**config.mk**
```make
export PLATFORM = sky130hd
export DESIGN_NAME = rotating_xbar_pipe
export DESIGN_NICKNAME = d
export VERILOG_FILES = /design/src/rtl/rotating_xbar_pipe.sv
export SDC_FILE = /design/constraint.sdc
export NUM_CORES = 1
export LEC_CHECK = 0
export BUFFER_PORTS_ARGS = -buffer_cell sky130_fd_sc_hd__buf_2
export CAP_MARGIN = 10
export CORE_AREA = 2 2 98 100
export CTS_CLUSTER_DIAMETER = 50
export CTS_CLUSTER_SIZE = 20
export DETAILED_ROUTE_END_ITERATION = 10
export DIE_AREA = 0 0 100 102
export REMOVE_ABC_BUFFERS = 1
export SETUP_SLACK_MARGIN = 0.4
export SLEW_MARGIN = 20
export SYNTH_ARGS = -nofsm -noshare
export SYNTH_HDL_FRONTEND = slang
export SYNTH_SLANG_ARGS = --single-unit
```
**constraint.sdc**
```tcl
create_clock -name clk_i -period 3.2 [get_ports clk_i]
set_clock_uncertainty 0.05 [all_clocks]
set_input_delay 0.64 -clock clk_i [delete_from_list [all_inputs] [get_ports clk_i]]
set_output_delay 0.64 -clock clk_i [all_outputs]
set_load 0.02 [all_outputs]
```
**src/rtl/rotating_xbar_pipe.sv**
```systemverilog
// rotating_xbar_pipe: one-stage valid/ready register in front of a lane
// rotator. The rotation amount comes from the manual select input or from an
// internal round-robin pointer that moves on every accepted word.
module rotating_xbar_pipe #(
    parameter  int NUM_DATA   = 4,
    parameter  int DATA_WIDTH = 8,
    parameter  int CNT_WIDTH  = 16,
    localparam int SEL_WIDTH  = $clog2(NUM_DATA)
) (
    input  logic                           clk_i,
    input  logic                           rst_i,
    input  logic                           mode_auto_i,
    input  logic                           dir_i,
    input  logic                           load_ptr_i,
    input  logic [SEL_WIDTH-1:0]           start_select_i,
    input  logic [NUM_DATA*DATA_WIDTH-1:0] data_vector_i,
    input  logic [NUM_DATA-1:0]            lane_en_i,
    input  logic                           valid_i,
    output logic                           ready_o,
    output logic [NUM_DATA*DATA_WIDTH-1:0] data_vector_o,
    output logic [NUM_DATA-1:0]            lane_en_o,
    output logic                           valid_o,
    input  logic                           ready_i,
    output logic [SEL_WIDTH-1:0]           cur_select_o,
    output logic [CNT_WIDTH-1:0]           xfer_count_o
);

    // NUM_DATA itself may not fit in SEL_WIDTH bits (power-of-2 case).
    localparam logic [SEL_WIDTH:0]   NUM_EXT  = (SEL_WIDTH+1)'(NUM_DATA);
    localparam logic [SEL_WIDTH-1:0] LAST_SEL = SEL_WIDTH'(NUM_DATA - 1);

    logic                           valid_q;
    logic [NUM_DATA*DATA_WIDTH-1:0] data_q;
    logic [NUM_DATA-1:0]            lane_en_q;
    logic [SEL_WIDTH-1:0]           ptr_q, ptr_d;
    logic [CNT_WIDTH-1:0]           cnt_q;

    logic [SEL_WIDTH-1:0]           start_mod;
    logic [SEL_WIDTH-1:0]           sel_eff;
    logic [SEL_WIDTH-1:0]           sel_inc;
    logic                           accept;
    logic [NUM_DATA*DATA_WIDTH-1:0] data_rot;
    logic [NUM_DATA-1:0]            mask_rot;

    // The stage can take a word when empty or when its word leaves this cycle.
    assign ready_o = !rst_i && (!valid_q || ready_i);
    assign accept  = valid_i && ready_o;

    // Reduce the external select mod NUM_DATA; it is always < 2*NUM_DATA,
    // so one conditional subtract is enough.
    always_comb begin
        if ({1'b0, start_select_i} >= NUM_EXT) begin
            start_mod = SEL_WIDTH'({1'b0, start_select_i} - NUM_EXT);
        end else begin
            start_mod = start_select_i;
        end
    end

    assign sel_eff = (mode_auto_i && !load_ptr_i) ? ptr_q : start_mod;
    assign sel_inc = (sel_eff == LAST_SEL) ? '0 : sel_eff + 1'b1;

    // Rotate data lanes and mask bits with the same source-lane mapping.
    always_comb begin
        int src;
        // NOTE: every combinational output gets a default first so no path
        // leaves it unassigned and no latch is inferred.
        src      = 0;
        data_rot = '0;
        mask_rot = '0;
        for (int j = 0; j < NUM_DATA; j++) begin
            if (dir_i) begin
                src = j - int'(sel_eff);
                if (src < 0) src = src + NUM_DATA;
            end else begin
                src = j + int'(sel_eff);
                if (src >= NUM_DATA) src = src - NUM_DATA;
            end
            data_rot[j*DATA_WIDTH +: DATA_WIDTH] = data_vector_i[src*DATA_WIDTH +: DATA_WIDTH];
            mask_rot[j]                          = lane_en_i[src];
        end
    end

    // Pointer: advance past the used select on an auto-mode accept, else load on request.
    always_comb begin
        ptr_d = ptr_q;
        if (mode_auto_i && accept) begin
            ptr_d = sel_inc;
        end else if (load_ptr_i) begin
            ptr_d = start_mod;
        end
    end

    // Output register, pointer and handshake counter; reset wins over everything.
    always_ff @(posedge clk_i) begin
        // NOTE: state is written with non-blocking assignments so every
        // register samples values from before this edge.
        if (rst_i) begin
            valid_q   <= 1'b0;
            data_q    <= '0;
            lane_en_q <= '0;
            ptr_q     <= '0;
            cnt_q     <= '0;
        end else begin
            ptr_q <= ptr_d;
            if (valid_q && ready_i) begin
                cnt_q <= cnt_q + 1'b1;
            end
            if (accept) begin
                valid_q   <= 1'b1;
                data_q    <= data_rot;
                lane_en_q <= mask_rot;
            end else if (ready_i) begin
                valid_q <= 1'b0;
            end
        end
    end

    assign valid_o       = valid_q;
    assign data_vector_o = data_q;
    assign lane_en_o     = lane_en_q;
    assign cur_select_o  = ptr_q;
    assign xfer_count_o  = cnt_q;

endmodule

```
==> summary.md <==
| Metric | Value |
|---|---|
| Setup TNS | 0 ns |
| Core Box Area | 9110 um^2 |
| Die height | 102 um |
| Via count | 3597 |
| Util after Layout | 45.3% |
| Syn Area/Cell | 8.32 um^2 |
| Area after DPL | 4040 um^2 |
| First-pass GRT wire length | 17200 um |
| Critical Path AT | 2.83 ns |
| DR WL/cell | 17.5 um |
| Post-Place Worst Slack | 0.224 ns |
| Area Overhead vs Synth | 17.7% |
| Most common cell after layout, fill and taps aside | a211oi_1 |
| Post-Synthesis Cell Area | 3500 um^2 |
| Drt initial violations | 172 |
| Distinct cells, synth | 47 |
| Largest net degree at the start of global routing | 51 |
| Rel. slew slack | 54.8% |
| Setup ws final | 0.548 ns |
| Clock tree sinks | 55 |
| Fmax | 0.377 GHz |
| Max-cap violations | 0 |
| YS warnings | 0 |
| Design Power | 1.67 mW |
| Clock Latency Late Sink | 0.30 ns |
| CTS Root Cell | clkbuf_8 |
| Worst-path clk slew | 0.09 ns |
| CP endpoint kind | register |
| DR pass1 iterations | 4 |
| Clk pwr share | 22.1% |
| Worst-path fanout max | 9 |
| Final hold violations | 0 |
| Routed vias/inst | 5.86 |
| Vias in the first global route | 3178 |
| Gate power share | 31.6% |
| Post_cts resized | 0 |
| Flop pwr share | 46.4% |
| Number of diodes | 0 |
| Post-Synth Simple-Gate Area | 15.5% |
| CTS tree | yes |
| Rows | 35 |
| Drt drc | 0 |
| HPWL Detailed | 7460 um |
| Hold Path Class | reg2reg |
| Share of layout cells above drive strength 1 | 27.0% |
| Final min period | 2.65 ns |
| Largest family of logic cells by synthesized area | compound AO/OA/AOI/OAI gates |
| CTS buffer count | 5 |
| VDD IR max | 0.206 mV |
| Tot GR Track Use | 21.1% |
| H-tree Lvls | 2 |
| Total setup buffers inserted after CTS | 0 |
| Setup Crit Path Kind | in2reg |
| EDFF count, synth | 0 |
| Clock Tree Buf Depth | 2 |
| Pwr/cell area | 406 nW/um^2 |
| CP startpoint kind | primary input |
| Multiplexer area fraction after synthesis | 1.54% |
| Cells after synthesis | 421 |
| Seq/Total Area, Yosys | 31.4% |
| Finished Cell Area | 4120 um^2 |
| Final Max Slew Viols | 0 |
| Most frequent cells in the layout | a211oi_1 (109), buf_2 (100), dfxtp_1 (55) |
| Compound-Gate Fraction of Synth Area | 37.6% |
| Flop and latch count out of synthesis | 55 |
| Ys async rst share | 0% |
| XOR/XNOR Fraction of Synth Area | 2.25% |
| Number of antenna violations at the first check in global routing | 0 |
| Initial Util | 38.4% |
| Nets | 553 |
| Final WL | 10800 um |
| IO buf count | 100 |
| # hold bufs at CTS | 0 |
| Final setup fails | 0 |
| Final worst-path cycle share | 82.9% |
| Adder-cell share of the synthesized area | 1.43% |
| Gpl congestion | 0.812 |
| Int Pwr | 1.07 mW |
| Status | completed |
| Worst slew pin tran | 0.678 ns |
| Sw power | 601 uW |
| Static leakage | 1.70 nW |
| WP data required | 3.37 ns |
| Total grt overflow | 0 |
| Sw Ratio | 35.9% |
| Chip Width | 100 um |
| RSZ-0062 raised after global routing | false |
| Die Area | 10200 um^2 |
| DRT antenna net count | 0 |
| Ports | 101 |
| FILL cells | 942 |
| Top_reg_cell synth | dfxtp_1 |
final cells by class:
cell class              count  area, um^2  share of cell area [%]
clock buffers               6        72.6                    1.76
inverters                  45         169                    4.10
multi-input cells         284        2040                    49.6
flip-flops and latches     55        1100                    26.7
well taps                 111         139                    3.37
repair buffers            113         598                    14.5
worst paths after layout:
path / startpoint / end / slack (ns) / depth (start not counted)
setup reg to reg: cur_select_o[1] / lane_en_o[0] / 0.87 / 6
hold reg to reg: data_vector_o[29] / data_vector_o[29] / 0.41 / 2
setup / recovery: load_ptr_i / lane_en_o[0] / 0.55 / 8
hold / removal: data_vector_o[29] / data_vector_o[29] / 0.41 / 2
kinds of logic (layout without fill, tap and decap cells):
family,count (synthesis),count (layout)
AOI/OAI and AO/OA,170,170
xor gates and xnor gates,9,9
and+or+nand+nor,96,96
adders and majority gates,4,4
buffers and inverters,82,164
DFF,55,55
muxes,5,5
layer usage:
layer  global-route usage (%)  vias up  routed length, um
li1                         -     1766                  -
met1                     31.4     1694               5290
met3                     3.21        6                745
met4                     4.85        0                 80
met5                        0        -                  0
met2                     32.2      131               4650
stage by stage:
step,hold slack [ns],std cells
2_1_floorplan,0.487,384
3_3_place_gp,0.386,607
3_5_place_dp,0.388,607
4_1_cts,0.410,613
5_1_grt,0.443,614
6_report,0.408,614
critical path: stages:
cell and delay, ns:
buf_2 0.17, nand2b_1 0.21, mux2_2 0.40, inv_1 0.07
ha_1 0.28, a221oi_4 0.67, a211oi_1 0.14, o31ai_1 0.25
synth_stat cells (all sizes together), types with 2 or more instances:
| cell | n | area, um^2 |
|---|---|---|
| nand3 | 27 | 165 |
| buf | 17 | 110 |
| xor2 | 2 | 17.5 |
| nor3 | 2 | 10.0 |
| inv | 45 | 169 |
| nand4 | 3 | 18.8 |
| xnor2 | 7 | 61.3 |
| mux2 | 3 | 33.8 |
| nand2 | 22 | 82.6 |
| and3 | 2 | 12.5 |
| nor2 | 16 | 60.1 |
| o211a | 2 | 20.0 |
| o21ai | 4 | 20.0 |
| dfxtp | 55 | 1100 |
| or3 | 5 | 40.0 |
| o211ai | 2 | 15.0 |
| o31ai | 38 | 285 |
| nand2b | 4 | 25.0 |
| ha | 4 | 50.1 |
| clkbuf | 20 | 78.8 |
| mux2i | 2 | 20.0 |
| or4 | 2 | 15.0 |
| nor4 | 4 | 25.0 |
| a221oi | 2 | 52.6 |
| nor2b | 2 | 12.5 |
| a21oi | 8 | 40.0 |
| a221o | 2 | 20.0 |
| a211oi | 109 | 818 |
| o41ai | 2 | 36.3 |
power groups by stage:
stage          Clock [mW]  Combinational, mW  Sequential (mW)
2_1_floorplan           0              0.251            0.849
3_3_place_gp            0              0.520            0.790
3_5_place_dp            0              0.525            0.791
4_1_cts             0.380              0.525            0.776
5_1_grt             0.409              0.578            0.783
6_report            0.369              0.528            0.776
registers in the layout (all words and copies together) (netlist names):
name           count
data_vector_o     32
xfer_count_o      16
lane_en_o          4
cur_select_o       2
valid_o            1
No activity file was read; power rests on OpenSTA's default activity.
